[src/rtl/rx_check_len.sv]
// Receive checker: counts bytes of a descending-pattern packet, verifies pattern/tkeep/final zero, then emits a 5-byte report.
// Latency: report byte 0 valid 1 cycle after the tlast beat is accepted; 6-cycle minimum turnaround with o_tready=1.
// Backpressure: i_tready high only while receiving; report bytes are held on o_tdata until o_tvalid&o_tready.
module rx_check_len #(
   parameter bit CHECK_LAST_ZERO = 1'b1
) (
   input  logic        clk,
   input  logic        rstn,
   output logic        i_tready,
   input  logic        i_tvalid,
   input  logic [31:0] i_tdata,
   input  logic [3:0]  i_tkeep,
   input  logic        i_tlast,
   input  logic        o_tready,
   output logic        o_tvalid,
   output logic [7:0]  o_tdata
);

   typedef enum logic [2:0] {RX, TX0, TX1, TX2, TX3, TX4} state_t;

   state_t      state, state_nxt;
   logic [31:0] count;
   logic [7:0]  status;
   logic        have_prev;
   logic [7:0]  prev_byte;

   logic        beat_acc;
   logic        tx_acc;
   logic        walk_have_prev;
   logic [7:0]  walk_prev;
   logic        pat_err;
   logic        keep_illegal;
   logic [2:0]  keep_cnt;
   logic [32:0] count_sum;
   logic [31:0] count_beat;
   logic        sat_err;
   logic        last_err;
   logic [7:0]  status_beat;
   logic [7:0]  tx_next_byte;

   assign i_tready = (state == RX);
   assign beat_acc = (state == RX) && i_tvalid;
   assign tx_acc   = o_tvalid && o_tready;

   // Walk the kept lanes in stream order, checking each byte against its predecessor.
   always_comb begin
      logic [7:0] cur;
      walk_have_prev = have_prev;
      walk_prev      = prev_byte;
      pat_err        = 1'b0;
      cur            = 8'h00;
      for (int k = 0; k < 4; k++) begin
         if (i_tkeep[k]) begin
            cur = i_tdata[8*k +: 8];
            if (walk_have_prev && (cur != 8'(walk_prev - 8'd1))) begin
               pat_err = 1'b1;
            end
            walk_prev      = cur;
            walk_have_prev = 1'b1;
         end
      end
   end

   // Keep legality, byte count with saturation, and the assembled status for this beat.
   always_comb begin
      case (i_tkeep)
         4'b0000, 4'b0001, 4'b0011, 4'b0111, 4'b1111: keep_illegal = 1'b0;
         default:                                     keep_illegal = 1'b1;
      endcase
      keep_cnt    = {2'b00, i_tkeep[0]} + {2'b00, i_tkeep[1]}
                  + {2'b00, i_tkeep[2]} + {2'b00, i_tkeep[3]};
      count_sum   = {1'b0, count} + {30'd0, keep_cnt};
      sat_err     = count_sum[32];
      count_beat  = sat_err ? 32'hFFFF_FFFF : count_sum[31:0];
      last_err    = CHECK_LAST_ZERO && i_tlast && walk_have_prev && (walk_prev != 8'h00);
      status_beat = status | {4'b0000, sat_err, last_err, keep_illegal, pat_err};
   end

   // Byte to present after the current report byte is taken.
   always_comb begin
      case (state)
         TX0:     tx_next_byte = count[15:8];
         TX1:     tx_next_byte = count[23:16];
         TX2:     tx_next_byte = count[31:24];
         TX3:     tx_next_byte = status;
         default: tx_next_byte = 8'h00;
      endcase
   end

   // State register.
   always_ff @(posedge clk or negedge rstn) begin
      if (!rstn) state <= RX;
      else       state <= state_nxt;
   end

   // Next state: leave RX on an accepted tlast beat, step through report bytes on each transfer.
   always_comb begin
      state_nxt = state;
      case (state)
         RX:      if (beat_acc && i_tlast) state_nxt = TX0;
         TX0:     if (tx_acc) state_nxt = TX1;
         TX1:     if (tx_acc) state_nxt = TX2;
         TX2:     if (tx_acc) state_nxt = TX3;
         TX3:     if (tx_acc) state_nxt = TX4;
         TX4:     if (tx_acc) state_nxt = RX;
         default: state_nxt = RX;
      endcase
   end

   // Packet accumulators and registered report outputs.
   always_ff @(posedge clk or negedge rstn) begin
      if (!rstn) begin
         count     <= 32'd0;
         status    <= 8'h00;
         have_prev <= 1'b0;
         prev_byte <= 8'h00;
         o_tvalid  <= 1'b0;
         o_tdata   <= 8'h00;
      end else if (beat_acc) begin
         count     <= count_beat;
         status    <= status_beat;
         have_prev <= walk_have_prev;
         prev_byte <= walk_prev;
         if (i_tlast) begin
            o_tvalid <= 1'b1;
            o_tdata  <= count_beat[7:0];
         end
      end else if (tx_acc) begin
         if (state == TX4) begin
            o_tvalid  <= 1'b0;
            o_tdata   <= 8'h00;
            count     <= 32'd0;
            status    <= 8'h00;
            have_prev <= 1'b0;
            prev_byte <= 8'h00;
         end else begin
            o_tdata <= tx_next_byte;
         end
      end
   end

endmodule

[config.mk]
export PLATFORM = sky130hd
export DESIGN_NAME = rx_check_len
export DESIGN_NICKNAME = d
export VERILOG_FILES = /design/src/rtl/rx_check_len.sv
export SDC_FILE = /design/constraint.sdc
export NUM_CORES = 1
export LEC_CHECK = 0
export ABC_AREA = 0
export BUFFER_PORTS_ARGS = -buffer_cell sky130_fd_sc_hd__clkbuf_2
export CORE_MARGIN = 8
export CORE_UTILIZATION = 24
export CTS_CLUSTER_DIAMETER = 40
export DETAILED_ROUTE_END_ITERATION = 10
export GPL_TIMING_DRIVEN = 0
export MAX_ROUTING_LAYER = met4
export REMOVE_ABC_BUFFERS = 1
export SLEW_MARGIN = 5
export SYNTH_ARGS = -nofsm -noshare
export SYNTH_HDL_FRONTEND = slang
export SYNTH_SLANG_ARGS = --single-unit
[constraint.sdc]
create_clock -name clk -period 5.2 [get_ports clk]
set_input_delay 1.04 -clock clk [delete_from_list [all_inputs] [get_ports clk]]
set_output_delay 1.04 -clock clk [all_outputs]
set_load 0.01 [all_outputs]
Yosys cells after proc, flatten, opt, wreduce, memory -nomap -nowiden
Cells that the tools add are included.
- output and inout bits: 10
- input bits: 41
- word-level logic and storage cells: 97
- bits in registers: 61
- mux-type cells: 42
- bitwise operators: 1
- add/sub/neg operators: 8
- equality and inequality tests: 20
- reductions and logical operators: 19
- operator list (operator ; count):
    two-way mux 32 bit ; 4
    two-way mux 8 bit ; 12
    adder 32 x 3 -> 33 bit ; 1
    != test 8 bit ; 4
    case mux 8 bit (4 select lines) ; 1
    subtractor 8 x 1 -> 8 bit, second input constant ; 4
    two-way mux 1 bit ; 18
    two-way mux 3 bit ; 6
    case mux 3 bit (6 select lines) ; 1
    != test 2 bit, second input constant ; 6
    logical AND 1 bit ; 9
    bitwise OR 8 x 4 -> 8 bit ; 1
    nonzero test 8 bit ; 1
    equality test 3 x 2 -> 1 bit, second input constant ; 2
    equality test 3 bit, second input constant ; 2
    AND reduction 6 bit ; 1
    OR reduction 5 bit ; 1
    equality test 4 x 1 -> 1 bit, second input constant ; 1
    equality test 4 x 2 -> 1 bit, second input constant ; 1
    equality test 4 x 3 -> 1 bit, second input constant ; 1
    equality test 4 bit, second input constant ; 1
    zero test 4 bit ; 1
    AND reduction 2 bit ; 2
    nonzero test 2 bit ; 2
    other kinds (7) ; 7

Depth between registers and ports, before layout
Gate-level depths: netlist of run 1.
- word-level depth: 13
- gate-level depth with buffers: 12
- gate-level depth less buffers: 11

Worst setup path before layout of run 1
No wires, ideal clock.
- path kind: in2reg
- from: input i_tkeep[0]
- to: register count[19]
- required time: 5.113 ns
- arrival: 3.711 ns
- buffers on the path: 2
- path slack: 1.402 ns
- stages on the path: 12
- setup time: 0.087 ns
- cells stage by stage: fa_1 -> fa_1 -> inv_1 -> fa_1 -> nor2_2 -> and3_1 -> and3_1 -> buf_2 -> nor3b_2 -> nand2b_1 -> clkbuf_1 -> o211ai_1
- longest elaborated chain between the ends: 6
- ends and longest elaborated chain (element ; line ; RTL):
    start, declared ; 12 ; input logic [3:0] i_tkeep,
    adder 1 x 1 -> 2 bit ; 70 ; keep_cnt = {2'b00, i_tkeep[0]} + {2'b00, i_tkeep[1]}
    adder 2 x 1 -> 3 bit ; 71 ; + {2'b00, i_tkeep[2]} + {2'b00, i_tkeep[3]};
    adder 3 x 1 -> 3 bit ; 71 ;
    adder 32 x 3 -> 33 bit ; 72 ; count_sum = {1'b0, count} + {30'd0, keep_cnt};
    two-way mux 32 bit ; 74 ; count_beat = sat_err ? 32'hFFFF_FFFF : count_sum[31:0];
    two-way mux 32 bit ; 119 ; end else if (beat_acc) begin
    end signal, assigned ; 120 ; count <= count_beat;
    end, declared ; 22 ; logic [31:0] count;
No other way between the ends.
A chain may end at the register's enable or synchronous reset.

Worst setup path after layout of run 1
- from: input i_tkeep[0]
- to: register o_tdata[1]
- longest elaborated chain between the ends: 7
- ends and longest elaborated chain (element ; line ; RTL):
    adder 1 x 1 -> 2 bit ; 70 ;
    adder 2 x 1 -> 3 bit ; 71 ;
    adder 3 x 1 -> 3 bit ; 71 ;
    adder 32 x 3 -> 33 bit ; 72 ;
    two-way mux 32 bit ; 74 ;
    two-way mux 8 bit ; 124 ; if (i_tlast) begin
    two-way mux 8 bit ; 119 ;
    end signal, assigned ; 126 ; o_tdata <= count_beat[7:0];
    end signal, assigned ; 137 ; o_tdata <= tx_next_byte;
    end, declared ; 16 ; output logic [7:0] o_tdata
No other way between the ends. The select of a mux whose other input is x is not followed.

==> results of run 1 <==
[metal layers]
layer  global-route usage  share of wire  up-vias
li1                     -              -     2207
met1                0.149           0.46     2146
met2                0.176           0.47       84
met3               0.0292          0.056       12
met4               0.0362          0.012        0
met5                    -              0        -
[cell families (layout without fill, tap and decap cells)]
logic type / after synthesis / after routing / synth area share
xor gates and xnor gates: 45 / 45 / 0.0844
muxes: 25 / 25 / 0.0689
buffers and inverters: 47 / 80 / 0.0431
AOI/OAI and AO/OA: 165 / 165 / 0.223
and+or+nand+nor: 240 / 240 / 0.248
adders and majority gates: 11 / 11 / 0.0336
DFF: 57 / 57 / 0.300
other: 0 / 1 / 0
[Yosys cell counts, drive strengths merged (4+ instances only)]
cell type and n:
a211oi 4, a21o 7, a21oi 29, a22oi 5, a31oi 19, and2 5, and3 16, buf 10
clkbuf 24, dfrtp 57, ha 8, inv 12, mux2 13, mux2i 12, nand2 74, nand2b 7
nand3 33, nand4 6, nand4b 5, nor2 51, nor2b 6, nor3 17, nor3b 4, o211ai 20
o21a 4, o21ai 49, o22ai 6, xnor2 27, xor2 18
[state kept, by name, indices dropped and copies added, names as in the netlist]
name / count
prev_byte: 8
status: 4
count: 32
have_prev: 1
o_tdata: 8
o_tvalid: 1
state: 3
[worst paths after layout]
path	startpoint	end	slack [ps]	cells past startpoint
worst max-delay path	i_tkeep[0]	o_tdata[1]$_DFFE_PN0P_	620	12
worst min-delay path	status[3]$_DFFE_PN0P_	status[3]$_DFFE_PN0P_	480	2
worst max register to register	state[0]$_DFFE_PN0P_	o_tdata[6]$_DFFE_PN0P_	1530	6
worst min register to register	status[3]$_DFFE_PN0P_	status[3]$_DFFE_PN0P_	480	2
max in group asynchronous	rstn	count[26]$_DFFE_PN0P_	3850	1
min in group asynchronous	rstn	o_tdata[7]$_DFFE_PN0P_	830	1
[power groups by stage]
stage / clock, mW / combinational, mW / sequential, mW
floorplan: 0 / 0.106 / 0.452
global placement: 0 / 0.170 / 0.452
detailed placement: 0 / 0.173 / 0.452
CTS: 0.561 / 0.174 / 0.444
global route: 0.580 / 0.192 / 0.444
finish: 0.549 / 0.174 / 0.444
[tightest hold or removal path, delay by kind of cell, from the launching register on]
kind	cells	cell delay, ps
flops	1	350
simple gates	2	100
[placed cells by master (no fill, tap or decap), types with 11 or more instances in the layout]
cell	count
nand2_1	73
a21oi_1	29
o21ai_0	44
nor2_1	49
nor3_1	17
inv_1	11
o211ai_1	20
nand3_1	33
xnor2_1	27
a31oi_1	19
and3_1	16
xor2_1	17
dfrtp_1	57
clkbuf_2	49
[area by class of cell]
class,instances,share of cell area
Clock inverter,3,0.00274
Antenna cell,1,0.000456
Multi-Input combinational cell,486,0.571
Tap cell,265,0.0604
Sequential cell,57,0.260
Clock buffer,13,0.0474
Inverter,13,0.00889
Timing Repair Buffer,51,0.0488
==> metrics.cfg, run 1 <==
[worst_setup_path]
crit_path_max_fanout = 22
slowest_stage = or4_1
cp.arrival_ps = 4840
cp_top_family = simple AND/OR/NAND/NOR gates
cp_slowest_stage_delay_ps = 810
crit_type = in -> reg
crit_top_cell = fa_1
cp_data_required_time_ps = 5450
end_kind = flip-flop
cp-start-kind = input port
path_cells = clkbuf_2, fa_1, fa_1, inv_1, fa_1, nor2_2, and3_1, nand3_1, or4_1, o21ai_0, a211oi_1, a21oi_1
path_buf_inv = 2

[sta]
maxSlewHeadroom = 0.121
finalCriticalPeriod_ps = 4580
finalSetupViolations = 0
fin_ws_ps = 615
finalHoldViolations = 0
max_clock_freq_mhz = 218
timing.hold.ws_ps = 484
slew_viol_final = 0
final.setup.tns_ps = 0
tightest_slew_ps = 1320
rsz0062_at_grt = no
skew_ps = 5.36
final.period_utilization = 0.882

[placement]
placed_cell_area_mm2 = 0.00521
dp.cells = 872
pre_cts_slack_ps = 274
dp_hpwl_mm = 9.97
portBuffers = 50
place.gp.congestion = 0.833

[final_layout]
fillers = 2140
utilization = 0.282
regArea_mm2 = 0.00143
fin_cells = 889
stdcell_area_mm2 = 0.00549
layout.nets = 670
drive_gt1_frac = 0.149
multiInputGateArea_mm2 = 0.00313
area_growth_pct = 15.2

[power_and_ir_drop]
pwr_density_cell_mw_per_mm2 = 213
sw_frac_of_total = 0.263
power_mw = 1.17
seqPwrFrac = 0.381
p_int_mw = 0.860
power_frac_comb = 0.149
ir_worst_vdd_v = 0.000129
clockPowerShare = 0.470
p_sw_mw = 0.307
leakage_nw = 2.35

[global_route]
track_usage = 0.116
grt_pass1_wl_mm = 22.0
overflow = 0
grt_pass1_vias = 4104
antenna_found_initial = 1
grt_max_degree = 58

[clock_network]
cts_buffer_depth = 2
clockRootBuffer = clkbuf_16
ctsResizeCount = 0
path_clk_slew_ps = 50
cts_hold_buf = 0
cts_setup_buffers = 0
cts.sinks = 57
cts_made_buffers = 9
htree_levels = 3
cts_tree = yes
clk-insertion-delay-late_ps = 330

[route]
wl_per_cell_um = 15.4
vias = 4449
drc_errors = 0
drt_iter0_drc = 333
viasPerCell = 5.00
routed_wl_mm = 13.7
ant_nets = 0
drtPass1Iterations = 4

[yosys]
yosys_warnings = 0
yosysUniqueCellTypes = 68
ys_seq_area_frac = 0.300
yosysTopAreaCellShare = 0.300
ys.flop_type = dfrtp_1
syn_area_mm2 = 0.00476
avgSynthCellArea_um2 = 8.07
ys_ff_latch = 57
netlist_top_cells_area = dfrtp_1 (30%), nand2_1 (5.8%), xnor2_1 (5.0%), o21ai_0 (4.6%), nor2_1 (3.9%)
async_flop_share = 1.00
synth_area_leader_cell = dfrtp_1
syn-instance-count = 590
synth-edff-count = 0

[die]
die_h_um = 157
core-area_mm2 = 0.0195
ioPinCount = 51
initial_core_util = 0.245
num_rows = 51
die_x_um = 157
die-area_mm2 = 0.0246

[worst_hold_path]
min_path_type = reg -> reg

[flow_run]
drv_cap = 0

[run_status]
status = finished, final reports clean

No activity file was read; power rests on OpenSTA's default activity.
==> inputs of run 2 (changes only) <==
--- a/config.mk
+++ b/config.mk
@@ -6,11 +6,11 @@
 export NUM_CORES = 1
 export LEC_CHECK = 0
 export ABC_AREA = 0
-export BUFFER_PORTS_ARGS = -buffer_cell sky130_fd_sc_hd__clkbuf_2
 export CORE_MARGIN = 8
 export CORE_UTILIZATION = 24
 export CTS_CLUSTER_DIAMETER = 40
 export DETAILED_ROUTE_END_ITERATION = 10
+export DONT_BUFFER_PORTS = 1
 export GPL_TIMING_DRIVEN = 0
 export MAX_ROUTING_LAYER = met4
 export REMOVE_ABC_BUFFERS = 1
==> metrics.cfg, run 2 (synthesized netlist as in run 1, its figures left out) <==
[run_status]
status = finished, final reports clean

[worst_setup_path]
crit_type = in -> reg
crit_path_max_fanout = 22  ; unchanged
cp-start-kind = input port
crit_top_cell = fa_1
cp_slowest_stage_delay_ps = 830  ; +20 ps
end_kind = flip-flop
cp.arrival_ps = 4420  ; -420 ps
path_cells = fa_1, fa_1, inv_1, fa_1, nor2_2, and3_1, nand3_1, or4_1, o21ai_0, a211oi_1, a21oi_1
slowest_stage = or4_1
cp_data_required_time_ps = 5450  ; about the same

[sta]
rsz0062_at_grt = no
max_clock_freq_mhz = 240  ; +9.9%
skew_ps = 6.36  ; +1.00 ps
tightest_slew_ps = 1180  ; -140 ps
maxSlewHeadroom = 0.210  ; +0.0882
slew_viol_final = 0  ; unchanged
finalSetupViolations = 0  ; unchanged
final.period_utilization = 0.802  ; -0.0797
finalHoldViolations = 0  ; unchanged
finalCriticalPeriod_ps = 4170  ; -414 ps
final.setup.tns_ps = 0  ; unchanged

[worst_hold_path]
min_path_type = in -> async

[clock_network]
cts_tree = yes
clk-insertion-delay-late_ps = 330  ; about the same
cts_setup_buffers = 0  ; unchanged
cts_hold_buf = 0  ; unchanged
cts_made_buffers = 9  ; unchanged
ctsResizeCount = 0  ; unchanged
htree_levels = 3  ; unchanged
path_clk_slew_ps = 50  ; about the same
clockRootBuffer = clkbuf_16
cts_buffer_depth = 2  ; unchanged
cts.sinks = 57  ; unchanged

[global_route]
overflow = 0  ; unchanged
grt_pass1_wl_mm = 21.9  ; -0.53%
track_usage = 0.115  ; -0.000901
grt_max_degree = 58  ; unchanged
antenna_found_initial = 0  ; -1
grt_pass1_vias = 3977  ; -3.1%

[final_layout]
area_growth_pct = 10.4
largest_reg_flops = 32  ; unchanged
top_regs = count x32, o_tdata x8, prev_byte x8
antenna_cells = 0  ; -1
layout.nets = 621  ; -7.3%
drive_gt1_frac = 0.0801  ; -0.0691
final_common_cell = nand2_1
utilization = 0.270  ; -0.0120
regMostFlops = count
layout_common_cells = nand2_1 (73), dfrtp_1 (57), nor2_1 (49), o21ai_0 (44), nand3_1 (33)

[route]
viasPerCell = 5.20  ; +3.9%
drtPass1Iterations = 5  ; +1
vias = 4363  ; -1.9%
routed_wl_mm = 13.7  ; +0.20%
ant_nets = 0  ; unchanged
wl_per_cell_um = 16.4  ; +6.2%
drt_iter0_drc = 362  ; +8.7%
drc_errors = 0  ; unchanged

[placement]
place.gp.congestion = 0.834  ; about the same
dp_hpwl_mm = 9.91  ; -0.57%
portBuffers = 0  ; -100%

[die]
core-area_mm2 = 0.0195  ; unchanged
num_rows = 51  ; unchanged
die_x_um = 157  ; unchanged
initial_core_util = 0.245  ; unchanged
die-area_mm2 = 0.0246  ; unchanged
ioPinCount = 51  ; unchanged
die_h_um = 157  ; unchanged

[power_and_ir_drop]
ir_worst_vdd_v = 0.000150  ; +16%
leakage_nw = 2.14  ; -8.9%
pwr_density_cell_mw_per_mm2 = 214  ; +0.86%

[flow_run]
drv_cap = 0  ; unchanged

## run 2: changes by cell type in the layout (fill, tap and decap cells not counted), sizes merged
cell      previous run  this run
diode                1         0
clkinvlp             0         2
buf                  1         2
clkbuf              63        11
## run 2: through the flow
stage	hold slack (ps)	area, um^2	total power, mW	cells	setup slack (ps)
global route	390	5250	1.17	839	868
finish	405	5250	1.13	839	1030
global placement	485	4940	0.577	821	679
floorplan	447	4600	0.557	556	1250
detailed placement	483	4960	0.578	822	687
CTS	396	5240	1.13	838	1000
## run 2: worst paths after layout
path                                       start                      to  slack (ps)  depth (start not counted)
setup / recovery                      i_tkeep[0]  o_tdata[1]$_DFFE_PN0P_        1030                         11
hold / removal                              rstn   count[11]$_DFFE_PN0P_         400                          0
setup reg to reg            state[0]$_DFFE_PN0P_  o_tdata[1]$_DFFE_PN0P_        1570                          6
hold reg to reg            status[3]$_DFFE_PN0P_   status[3]$_DFFE_PN0P_         480                          2
max in group asynchronous                   rstn   count[31]$_DFFE_PN0P_        4680                          0
min in group clk           status[3]$_DFFE_PN0P_   status[3]$_DFFE_PN0P_         480                          2
## run 2: layout make-up
| type | count | area [um^2] |
|---|---|---|
| clock buffer | 11 | 253 |
| tap | 265 | 332 |
| timing repair buffer | 2 | 30.0 |
| multi-input combinational | 486 | 3130 |
| clock inverter | 5 | 30.0 |
| sequential | 57 | 1430 |
| fill | 2078 | 14200 |
| inverter | 13 | 48.8 |
## run 2: power by group
group	internal, mW	switching [mW]	leakage, nW
combinational	0.0601	0.0672	1.22
clock	0.345	0.210	0.137
sequential	0.444	0	0.781
## run 2: layer usage
layer	vias up	share of wire	global-route usage
li1	2111	-	-
met1	2115	0.46	0.148
met2	125	0.46	0.176
met3	12	0.069	0.0290
met4	0	0.011	0.0307
met5	-	0	-
## run 2: worst max-delay path: cells and delay by family
| family | cells | cell delay, ps |
|---|---|---|
| simple gates | 4 | 1600 |
| compound gates | 3 | 510 |
| fa+ha+maj | 3 | 1210 |
| buf+inv | 1 | 60 |
